## config.mk

```make
export PLATFORM = sky130hd
export DESIGN_NAME = mx_xmit_flat
export DESIGN_NICKNAME = d
export VERILOG_FILES = /design/src/rtl/mx_pkg.sv /design/src/rtl/mx_xmit_if.sv /design/src/rtl/mx_tick_gen.sv /design/src/rtl/mx_xmit.sv /design/src/flat_wrapper.sv
export SDC_FILE = /design/constraint.sdc
export NUM_CORES = 1
export LEC_CHECK = 0
export ABC_CLOCK_PERIOD_IN_PS = 2800
export CORE_UTILIZATION = 25
export CTS_CLUSTER_SIZE = 40
export DETAILED_ROUTE_END_ITERATION = 12
export SYNTH_ARGS = -nofsm -noshare
export SYNTH_HDL_FRONTEND = slang
export SYNTH_SLANG_ARGS = --single-unit
export TNS_END_PERCENT = 1
```

## constraint.sdc

```tcl
create_clock -name clk -period 2.8 [get_ports clk]
set_input_delay 0.56 -clock clk [delete_from_list [all_inputs] [get_ports clk]]
set_output_delay 0.56 -clock clk [all_outputs]
set_load 0.01 [all_outputs]
```

## src/rtl/mx_pkg.sv

```systemverilog
// mx_pkg: shared framing constants and transmitter state type for the mx serial link.
package mx_pkg;
    typedef enum logic [2:0] {
        S_IDLE,
        S_PREAMBLE,
        S_SFD,
        S_DATA,
        S_CHK,
        S_EOF
    } mx_xmit_state_t;
    localparam logic [7:0] MX_PREAMBLE_BYTE = 8'h55;
    localparam logic [7:0] MX_SFD = 8'hD0;
    localparam int MX_EOF_BITS = 2;
endpackage

```

## src/rtl/mx_xmit_if.sv

```systemverilog
// mx_xmit_if: byte valid/ready handshake into the Manchester transmitter.
interface mx_xmit_if;
    logic [7:0] data;
    logic valid;
    logic rdy;
    modport master (output data, output valid, input rdy);
    modport slave (input data, input valid, output rdy);
endinterface

```

## src/rtl/mx_tick_gen.sv

```systemverilog
// mx_tick_gen: free-running divider producing a one-cycle tick every DIVISOR clocks.
module mx_tick_gen #(
    parameter int DIVISOR = 1000
) (
    input  logic clk,
    input  logic rst,
    input  logic restart,
    output logic tick
);
    localparam int W = DIVISOR > 1 ? $clog2(DIVISOR) : 1;
    logic [W-1:0] cnt;
    assign tick = cnt == W'(DIVISOR - 1);
    always_ff @(posedge clk)
        cnt <= (rst || restart || tick) ? '0 : cnt + W'(1);
endmodule

```

## src/rtl/mx_xmit.sv

```systemverilog
// mx_xmit: Manchester frame transmitter (preamble, SFD, data LSB first, EOF idle).
// Optional trailing XOR checksum byte enabled by defining MX_XMIT_CHKSUM_EN.
module mx_xmit import mx_pkg::*; #(
    parameter int CLKFREQ = 100_000_000,
    parameter int BIT_RATE = 50_000,
    parameter int PREAMBLE_BYTES = 2
) (
    input  logic     clk,
    input  logic     rst,
    mx_xmit_if.slave bus,
    output logic     txen,
    output logic     txd
);
    localparam int HB = CLKFREQ / (2 * BIT_RATE);
    localparam int PW = PREAMBLE_BYTES > 1 ? $clog2(PREAMBLE_BYTES) : 1;

    if (CLKFREQ % (2 * BIT_RATE) != 0) begin : g_bad_div
        $error("mx_xmit: CLKFREQ must be divisible by 2*BIT_RATE");
    end

    mx_xmit_state_t state;
    logic [7:0] hold, sr;
    logic [2:0] bcnt;
    logic [PW-1:0] pcnt;
    logic ph, tick, start;
`ifdef MX_XMIT_CHKSUM_EN
    logic [7:0] chk;
`endif

    // bus.rdy doubles as the hold-empty flag
    assign start = state == S_IDLE && !bus.rdy;

    mx_tick_gen #(.DIVISOR(HB)) u_tick (
        .clk(clk),
        .rst(rst),
        .restart(start),
        .tick(tick)
    );

    always_ff @(posedge clk) begin
        if (rst) begin
            state <= S_IDLE;
            hold <= '0;
            sr <= '0;
            bcnt <= '0;
            pcnt <= '0;
            ph <= 1'b0;
            bus.rdy <= 1'b1;
            txen <= 1'b0;
            txd <= 1'b1;
`ifdef MX_XMIT_CHKSUM_EN
            chk <= '0;
`endif
        end else begin
            if (bus.valid && bus.rdy) begin
                hold <= bus.data;
                bus.rdy <= 1'b0;
            end
            if (start) begin
                state <= S_PREAMBLE;
                txen <= 1'b1;
                sr <= MX_PREAMBLE_BYTE;
                txd <= MX_PREAMBLE_BYTE[0];
                bcnt <= '0;
                pcnt <= '0;
                ph <= 1'b0;
`ifdef MX_XMIT_CHKSUM_EN
                chk <= '0;
`endif
            end else if (state != S_IDLE && tick) begin
                ph <= ~ph;
                if (!ph) begin
                    txd <= (state == S_EOF) || !sr[0];
                end else if (state == S_EOF) begin
                    bcnt <= bcnt + 3'd1;
                    if (bcnt == 3'(MX_EOF_BITS - 1)) begin
                        state <= S_IDLE;
                        txen <= 1'b0;
                    end
                end else if (bcnt != 3'd7) begin
                    bcnt <= bcnt + 3'd1;
                    sr <= sr >> 1;
                    txd <= sr[1];
                end else begin
                    // byte boundary: next byte starts on this same edge
                    bcnt <= '0;
                    if (state == S_PREAMBLE && pcnt != PW'(PREAMBLE_BYTES - 1)) begin
                        pcnt <= pcnt + PW'(1);
                        sr <= MX_PREAMBLE_BYTE;
                        txd <= MX_PREAMBLE_BYTE[0];
                    end else if (state == S_PREAMBLE) begin
                        state <= S_SFD;
                        sr <= MX_SFD;
                        txd <= MX_SFD[0];
                    end else if ((state == S_SFD || state == S_DATA) && !bus.rdy) begin
                        state <= S_DATA;
                        sr <= hold;
                        txd <= hold[0];
                        bus.rdy <= 1'b1;
`ifdef MX_XMIT_CHKSUM_EN
                        chk <= chk ^ hold;
                    end else if (state == S_SFD || state == S_DATA) begin
                        state <= S_CHK;
                        sr <= chk;
                        txd <= chk[0];
`endif
                    end else begin
                        state <= S_EOF;
                        txd <= 1'b1;
                    end
                end
            end
        end
    end
endmodule

```

## src/flat_wrapper.sv

```systemverilog
// flat-port wrapper written by rule: the top's interface ports become plain ports
module mx_xmit_flat import mx_pkg::*;
#(
    parameter int CLKFREQ = 100_000_000,
    parameter int BIT_RATE = 50_000,
    parameter int PREAMBLE_BYTES = 2
)
  (clk, rst, txen, txd, bus_data, bus_valid, bus_rdy);
  mx_xmit_if bus_i ();
  input  logic clk;
  input  logic rst;
  output logic txen;
  output logic txd;
  input wire logic [$bits(bus_i.data)-1:0] bus_data;
  input wire logic [$bits(bus_i.valid)-1:0] bus_valid;
  output wire logic [$bits(bus_i.rdy)-1:0] bus_rdy;
  assign bus_i.data = bus_data;
  assign bus_i.valid = bus_valid;
  assign bus_rdy = bus_i.rdy;
  mx_xmit #(.CLKFREQ(CLKFREQ), .BIT_RATE(BIT_RATE), .PREAMBLE_BYTES(PREAMBLE_BYTES)) u_core (.clk(clk), .rst(rst), .bus(bus_i), .txen(txen), .txd(txd));
endmodule
```

==> flow_summary_export.csv <==
group,metric,value,unit
run_status,status,"finished, final reports clean",
clock_network,postCtsSetupRepairBufs,0,
yosys,async_reset_ff_share,0,%
power,combPwrFrac,8.2,%
power,switching_share,22.5,%
timing,finalCritPeriodShare,76.6,%
clock_network,clockBufferDepth,2,
worst_setup_path,slowest_stage,"dfxtp_1",
floorplanning,rows,30,
final_layout,multiInputGateArea,946,um^2
power,power.density,539,nW/um^2
timing,fin_hold_ws,0.463,ns
yosys,synthFlopType,"dfxtp_1",
clock_network,numCtsBuffers,5,
power,p_leak,0.752,nW
worst_setup_path,crit_path_cell_trace,"clkdlybuf4s50_1",
yosys,ys_seq_elements,37,
yosys,synth_area,1770,um^2
timing,skew,0.00830,ns
global_routing,track_usage,10.8,%
timing,finalSetupViolCount,0,
clock_network,htreeDepth,2,
run,maxCapViolations,0,
clock_network,cts_resized,0,
timing,fin_setup_tns,0,ns
yosys,synth_top_family_by_area,"simple AND/OR/NAND/NOR gates",
power,internal_power,0.000878,W
drt,dr_total_vias,1467,
worst_setup_path,critPathKind,"reg2out",
global_routing,grt_overflow,0,
drt,wl,3.63,mm
drt,avgViaCountPerCell,4.60,
yosys,synth_seq_area_share,41.9,%
floorplanning,initial_core_util,26.0,%
yosys,syn-num-nets,224,
yosys,synth_compound_area_share,15.3,%
timing,worstMarginPinSlew,0.602,ns
worst_setup_path,critPathRequiredTime,2.24,ns
floorplanning,die_area,7410,um^2
floorplanning,core,6790,um^2
worst_setup_path,path_max_fanout,14,
clock_network,cts_sinks,37,
final_layout,final_core_util,30.9,%
drt,postRouteAntennaNets,0,
drt,wl_per_cell,11.4,um
final_layout,diodes,0,
global_routing,antenna_found_initial,0,
final_layout,area_delta_synth_final,18.9,%
yosys,yosys.area_share.adder,2.83,%
final_layout,fillers,731,
yosys,syn_inst,209,
floorplanning,io_pins,14,
floorplanning,fp.dieH,86.1,um
yosys,synthesis.yosys.warnings,0,
power,p_seq_share,49.6,%
timing,hold_viol,0,
clock_network,root_buffer,"clkbuf_8",
global_routing,grt_max_degree,18,
power,p_sw,0.000255,W
global_routing,grt_pass1_wl,6.20,mm
yosys,synth-xor-area-share,4.46,%
yosys,synth_cell_types,43,
power,clock_power_share,42.2,%
worst_setup_path,start_kind,"flip-flop",
min_path,hold_class,"reg2reg",
timing,min_period,2.14,ns
final_layout,seqCellArea,741,um^2
clock_network,clk_pin_slew_worst_paths,0.08,ns
yosys,synth-simple-area-share,28.7,%
place,place.gp.congestion,0.780,
final_layout,fin_nets,237,
worst_setup_path,slowest_delay,0.65,ns
clock_network,clk_latency,0.29,ns
final_layout,drive_gt1_share,8.97,%
timing,fmax,466,MHz
worst_setup_path,critical_path_buf_inv_count,1,
drt,drt_iter0_drc,27,
yosys,synthMuxAreaShare,2.26,%
worst_setup_path,worst_setup_path_end_kind,"output pin",
floorplanning,die_w,86.1,um
clock_network,ctsHoldBuffers,0,
timing,rsz0062_at_grt,"no",
place,hpwl,2.67,mm
power,vdd_drop_max,0.000263,V
worst_setup_path,cp_top_family,"flip-flops",
global_routing,grt_pass1_vias,1375,
clock_network,cts_tree,"done",
yosys,synth_edf_count,0,
drt,drc,0,
drt,dr.pass1.iters,4,
timing,finalMaxSlewViolations,0,
timing,slew_headroom,59.6,%
yosys,syn_area_per_cell,8.46,um^2
worst_setup_path,arrival,1.58,ns
place,numPortBuffers,13,
[cells by family (layout without fill, tap and decap cells)]
family | count (synthesis) | count (layout)
AND/OR/NAND/NOR | 95 | 95
AO/OA/AOI/OAI | 43 | 43
flip-flops | 37 | 37
buffers and inverters | 17 | 31
XOR/XNOR | 9 | 9
adder cells (fa/ha/maj) | 4 | 4
multiplexers | 4 | 4
[power by group through the flow]
stage | clock network, W | logic, W | registers, W
final | 0.000478 | 0.0000933 | 0.000561
after global routing | 0.000509 | 0.000106 | 0.000563
after floorplan | 0 | 0.0000606 | 0.000568
after CTS | 0.000491 | 0.0000939 | 0.000561
after global placement | 0 | 0.0000930 | 0.000573
after detailed placement | 0 | 0.0000935 | 0.000574
[per-layer routing]
metal / global-route usage [%] / part of all wire (%)
met4: 7.12 / 3.1
met2: 16.6 / 45
met3: 2.12 / 3.3
met5: 0 / 0
met1: 13.6 / 49
[cells in the mapped netlist, types with 4 or more instances]
master,instances,area [um^2]
mux2i_1,4,40.0
a211oi_1,8,60.1
a21oi_1,19,95.1
nor2_1,31,116
xnor2_1,6,52.6
ha_1,4,50.1
nand2_1,24,90.1
dfxtp_1,37,741
nand3_1,15,75.1
nor3_1,4,20.0
inv_1,7,26.3
[cells in the final DEF, fill, tap and decap left out, drive strengths merged, types with 6 or more instances in the layout]
cell type	n
dfxtp	37
nor2	31
inv	7
a211oi	8
a21oi	19
clkbuf	6
nand2	24
nand3	15
xnor2	6
clkdlybuf4s50	13
[final cells by class]
type                       instances  area share, %
multi-input combinational        155           45.0
sequential                        37           35.2
timing repair buffer              15           6.90
tap                               96           5.71
clock inverter                     2           1.79
inverter                           8           1.43
clock buffer                       6           3.93
[metrics by stage]
step           std cells  setup WS [ns]  area, um^2  power (W)
2_1_floorplan        209           1.10        1770   0.000629
3_3_place_gp         311          0.766        1980   0.000666
3_5_place_dp         311          0.749        1980   0.000667
4_1_cts              319          0.634        2100    0.00115
5_1_grt              319          0.565        2100    0.00118
6_report             319          0.656        2100    0.00113
[worst paths after layout]
| check | from | to | slack, ns | cells after the start |
|---|---|---|---|---|
| worst max register to register | u_core.bcnt[0]$_SDFFE_PP0P_ | u_core.sr[2]$_SDFFE_PP0P_ | 0.75 | 6 |
| worst min-delay path | u_core.hold[6]$_SDFFE_PP0P_ | u_core.hold[6]$_SDFFE_PP0P_ | 0.46 | 2 |
| worst max-delay path | u_core.bus.rdy$_SDFF_PP1_ | bus_rdy | 0.66 | 1 |
| worst min register to register | u_core.hold[6]$_SDFFE_PP0P_ | u_core.hold[6]$_SDFFE_PP0P_ | 0.46 | 2 |
[flip-flops by register name, indices dropped and copies added (netlist names)]
signal	count
u_core.txd	1
u_core.sr	8
u_core.pcnt	1
u_core.hold	8
u_core.u_tick.cnt	10
u_core.state	3
u_core.txen	1
u_core.ph	1
u_core.bus.rdy	1
u_core.bcnt	3
Power figures use the tool's default switching activity.
==> variant 1: new RTL, same flow settings <==
`BIT_RATE` is set to 50_000 in 2 places; all go to 25_000.
--- a/src/rtl/mx_xmit.sv
+++ b/src/rtl/mx_xmit.sv
@@ -3,5 +3,5 @@
 module mx_xmit import mx_pkg::*; #(
     parameter int CLKFREQ = 100_000_000,
-    parameter int BIT_RATE = 50_000,
+    parameter int BIT_RATE = 25_000,
     parameter int PREAMBLE_BYTES = 2
 ) (
--- a/src/flat_wrapper.sv
+++ b/src/flat_wrapper.sv
@@ -3,5 +3,5 @@
 #(
     parameter int CLKFREQ = 100_000_000,
-    parameter int BIT_RATE = 50_000,
+    parameter int BIT_RATE = 25_000,
     parameter int PREAMBLE_BYTES = 2
 )
Behaviour: same outputs for any inputs over 10 cycles, from zero or initial values and one cycle with rst high; that may be too few to reach the edited logic, so the function may still have changed.
==> variant 1 against the original RTL <==
Power down 7.4%. Setup slack worse by 0.12 ns. Synthesized cell count up 4.8%. Clock power down 18%. Via count up 10%. Wire length up 13%. Sequential power up 2%. First-iteration DRC count rose to 4.6 times the old value. Area after synthesis up 4.5%. Final area up 4.4%. Sequential cell count up 1. Register-to-register slack worse by 0.22 ns. Critical path depth up 4.
==> variant 1: results (changes against the original RTL) <==
status: "completed"
antenna_cells: 0  # unchanged
dp.final_hpwl_mm: 2.93  # +9.7%
gp_congestion: 0.797  # +2.2%
yosysSeqAreaShare: 0.412  # -0.00704
final_nets: 250  # +5.5%
drive_gt1_frac: 0.0763  # -0.0134
grt_antenna_before_repair: 0  # unchanged
ys_types: 45  # +4.7%
critPathTopFamily: "simple AND/OR/NAND/NOR gates"
worst_pin_slew_ns: 1.14  # +0.543 ns
fill_cells: 769  # +5.2%
synth_common_cells: "dfxtp_1 (38), nor2_1 (24), a21oi_1 (15), nand2_1 (15), nand3_1 (14)"
post-cts-setup-buffer-count: 0  # unchanged
first_pass_iters: 4  # unchanged
drc: 0  # unchanged
clock-root-buffer: "clkbuf_8"
numPlacedInstances: 324  # +4.2%
crit_slowest_cell: "or4_1"
cp-end-kind: "flip-flop"
arrival_ns: 2.45  # +0.87 ns
leakage_nw: 0.752  # about the same
grt_pass1_wl_mm: 7.06  # +14%
regToRegSetupSlack_ns: 0.53  # -0.22 ns
grt_max_degree: 20  # +2
peakVddDrop_mv: 0.139  # -47%
num_vias: 1613  # +10%
synthTopCellsByArea: "dfxtp_1 (41%), nor2_1 (4.9%), a21oi_1 (4.1%), nand3_1 (3.8%), a211oi_1 (3.7%)"
path_max_fanout: 9  # -5
track_usage: 0.118  # +0.0103
grt_pass1_vias: 1482  # +7.8%
drtIter0Drc: 123  # +360%
reg.largest.list: "u_core.u_tick.cnt x11, u_core.hold x8, u_core.sr x8"
wl_per_cell_um: 12.4  # +9.0%
synth_ff_type: "dfxtp_1"
slowest_delay_ns: 0.68  # +0.03 ns
numCtsBuffers: 5  # unchanged
fin_skew_ns: 0.00786  # -0.000434 ns
hp-class: "reg -> reg"
io_buffers: 13  # unchanged
syn_nets: 234  # +4.5%
via_per_inst: 4.86  # +5.6%
path_clk_slew_ns: 0.07
syn_inst: 219  # +4.8%
clk_latency_ns: 0.29  # about the same
==> variant 1: cell count changes after synthesis, sizes merged, moves of 4 or more <==
cell	unedited run	this run
nand2	24	15
a21oi	19	15
clkbuf	2	9
nor3	5	10
buf	7	1
nor2	31	24
==> variant 1: final cells by class <==
| cell class | count | area (um2) | area share |
|---|---|---|---|
| clock buffer | 7 | 86.3 | 0.0393 |
| clock inverter | 1 | 5.00 | 0.00228 |
| inverter | 10 | 37.5 | 0.0171 |
| multi-input combinational | 161 | 1010 | 0.460 |
| sequential | 38 | 761 | 0.347 |
| tap | 96 | 120 | 0.0547 |
| timing repair buffer | 19 | 175 | 0.0798 |
==> variant 1: cell families (layout without fill, tap and decap cells) <==
group | after synthesis | count (layout) | synth area share
multiplexers | 4 | 4 | 0.0224
buffers and inverters | 20 | 37 | 0.0413
XOR/XNOR | 10 | 10 | 0.0474
adder cells (fa/ha/maj) | 4 | 4 | 0.0271
AO/OA/AOI/OAI | 50 | 50 | 0.180
AND/OR/NAND/NOR | 93 | 93 | 0.270
flip-flops | 38 | 38 | 0.412
==> variant 1: worst min-delay path, stage by stage, from the launching register on <==
cell and delay [ns]:
dfxtp_1 0.31, nand2_1 0.05, a21oi_1 0.05
==> variant 1: through the flow <==
stage | instance area [um2] | hold WS [ns] | total power [mW] | worst slack, ns
finish | 2190 | 0.461 | 1.05 | 0.532
global route | 2190 | 0.482 | 1.09 | 0.255
CTS | 2190 | 0.462 | 1.06 | 0.515
detailed placement | 2100 | 0.451 | 0.672 | 0.521
global placement | 2100 | 0.443 | 0.671 | 0.582
floorplan | 1850 | 0.426 | 0.635 | 0.681
==> variant 1: per-layer routing <==
| layer | share of wire | GRT usage | up-vias |
|---|---|---|---|
| li1 | - | - | 830 |
| met1 | 0.50 | 0.159 | 741 |
| met2 | 0.44 | 0.180 | 35 |
| met3 | 0.043 | 0.0236 | 7 |
| met4 | 0.019 | 0.0537 | 0 |
| met5 | 0 | 0 | - |
==> variant 1: path summary, 6_finish.rpt <==
check	startpoint	to	cells after the start
setup reg to reg	u_core.u_tick.cnt[0]	u_core.sr[0]	5
hold reg to reg	u_core.hold[2]	u_core.hold[2]	2
hold / removal	u_core.hold[2]	u_core.hold[2]	2
setup / recovery	u_core.u_tick.cnt[0]	u_core.sr[0]	5
==> variant 1: power breakdown <==
group	leakage (nW)	internal, mW	switching [mW]
Combinational	0.394	0.0411	0.0445
Sequential	0.310	0.558	0.0146
Clock	0.0482	0.199	0.191
==> variant 2: new RTL, same settings <==
Made on the original files. Encoding of `mx_xmit_state_t`: now one-hot (6 bits for 6 states).
--- a/src/rtl/mx_pkg.sv
+++ b/src/rtl/mx_pkg.sv
@@ -1,11 +1,11 @@
 // mx_pkg: shared framing constants and transmitter state type for the mx serial link.
 package mx_pkg;
-    typedef enum logic [2:0] {
-        S_IDLE,
-        S_PREAMBLE,
-        S_SFD,
-        S_DATA,
-        S_CHK,
-        S_EOF
+    typedef enum logic [5:0] {
+        S_IDLE     = 6'b000001,
+        S_PREAMBLE = 6'b000010,
+        S_SFD      = 6'b000100,
+        S_DATA     = 6'b001000,
+        S_CHK      = 6'b010000,
+        S_EOF      = 6'b100000
     } mx_xmit_state_t;
     localparam logic [7:0] MX_PREAMBLE_BYTE = 8'h55;
Behaviour: no difference found for any inputs over 10 cycles, from zero or initial values and one cycle with rst high; not proved beyond that.
==> variant 2 against the original RTL <==
Final cell count increased by 6.9%. Sequential power increased by 5.9%. Synthesized cell count increased by 10%. Sequential cell count increased by 2. Power increased by 5.3%. Area after synthesis increased by 11%. Clock skew about the same. Wire length increased by 13%. Setup slack got worse by 0.082 ns. Sequential share of layout area decreased by 1.2 points. Combinational power increased by 22%. Global-route usage about the same. Final area increased by 9.2%. Hold slack got worse by 0.0051 ns. Largest cell class unchanged. Largest power group unchanged.
==> variant 2: results (changes against the original RTL) <==
io_buffers: 13  # unchanged
syn_area_per_cell_um2: 8.53  # +0.84%
final_nets: 256  # +8.0%
grt_pass1_wl_mm: 7.10  # +14%
yosysSeqAreaShare: 0.398  # -0.0210
slowest_delay_ns: 0.65  # about the same
path_max_fanout: 13  # -1
ys_types: 52  # +21%
post-cts-setup-buffer-count: 0  # unchanged
numCtsBuffers: 5  # unchanged
grt_pass1_vias: 1455  # +5.8%
htreeDepth: 2  # unchanged
post-place-ws_ns: 0.589  # -0.160 ns
arrival_ns: 2.38  # +0.80 ns
fin_skew_ns: 0.00870  # +0.000403 ns
crit_slowest_cell: "a2111oi_4"
peakVddDrop_mv: 0.211  # -20%
crit_start: "u_core.u_tick.cnt[0]"
num_vias: 1591  # +8.5%
antenna_cells: 0  # unchanged
leakage_nw: 0.772  # +2.6%
numPlacedInstances: 333  # +7.1%
path_clk_slew_ns: 0.08  # about the same
clock-root-buffer: "clkbuf_8"
dpl_cell_area_um2: 2180  # +9.8%
track_usage: 0.108  # +0.000294
synth_common_cells: "dfxtp_1 (39), nor2_1 (25), nand2_1 (24)"
yosysWarnings: 0  # unchanged
grt_antenna_before_repair: 0  # unchanged
design_area_um2: 2290  # +9.2%
syn_nets: 245  # +9.4%
hp-start: "u_core.hold[1]"
fill_cells: 762  # +4.2%
routed_wl_mm: 4.09  # +13%
cts_resized: 0  # unchanged
worst_pin_slew_ns: 0.739  # +0.138 ns
first_pass_iters: 4  # unchanged
status: "completed"
async_flop_share: 0  # unchanged
hp-class: "reg -> reg"
drive_gt1_frac: 0.103  # +0.0136
dp.final_hpwl_mm: 3.04  # +14%
stdcell_count: 341  # +6.9%
critPathTopFamily: "compound AO/OA/AOI/OAI gates"
clk_latency_ns: 0.29  # about the same
cts_buffer_depth: 2  # unchanged
reg.largest.list: "u_core.u_tick.cnt x10, u_core.hold x8, u_core.sr x8"
drtIter0Drc: 67  # +150%
synth_ff_type: "dfxtp_1"
gp_congestion: 0.818  # +4.9%
synthTopCellsByArea: "dfxtp_1 (40%), a21oi_1 (5.6%), nor2_1 (4.8%), nand2_1 (4.6%), nand3_1 (3.6%)"
grt_max_degree: 19  # +1
variant 2: cell count changes after synthesis, sizes merged, moves of 3 or more:
cell | unedited run | this run
a211oi | 8 | 3
a21oi | 19 | 22
and3 | 1 | 7
nand2b | 2 | 5
nor2 | 31 | 27
nor3 | 5 | 9
variant 2: path summary, 6_finish.rpt:
| path | endpoint | slack [ns] | cells after the start |
|---|---|---|---|
| max | u_core.sr[5] | 0.57 | 6 |
| min | u_core.hold[1] | 0.46 | 2 |
| max reg2reg | u_core.sr[5] | 0.57 | 6 |
| min reg2reg | u_core.hold[1] | 0.46 | 2 |
variant 2: cells by family after synthesis:
family | Yosys count | synth area share
buffers and inverters | 17 | 0.0408
adders and majority gates | 4 | 0.0255
DFF | 39 | 0.398
AOI/OAI and AO/OA | 46 | 0.172
muxes | 6 | 0.0313
xor gates and xnor gates | 10 | 0.0446
and+or+nand+nor | 108 | 0.288
variant 2: area by class of cell:
| class | instances | area share |
|---|---|---|
| sequential | 39 | 0.340 |
| inverter | 5 | 0.00818 |
| clock inverter | 2 | 0.0153 |
| timing repair buffer | 16 | 0.0665 |
| clock buffer | 6 | 0.0360 |
| multi-input combinational | 174 | 0.480 |
| tap | 99 | 0.0540 |
variant 2: where the power goes:
group / leakage [nW] / switching, mW / internal, mW
clock network: 0.0612 / 0.196 / 0.288
registers: 0.318 / 0.0177 / 0.576
logic: 0.393 / 0.0614 / 0.0529
variant 2: worst reg2reg max path, cell delays in order (launching register included):
cell	delay, ns
dfxtp_1	0.38
ha_1	0.24
and4bb_2	0.29
nand3_1	0.23
a2111oi_4	0.65
mux2i_1	0.26
nor2_1	0.05
variant 2: routing by layer:
metal	vias up	share of wire	global-route usage
li1	832	-	-
met1	729	0.51	0.146
met2	26	0.43	0.160
met3	4	0.039	0.0311
met4	0	0.014	0.0417
met5	-	0	0
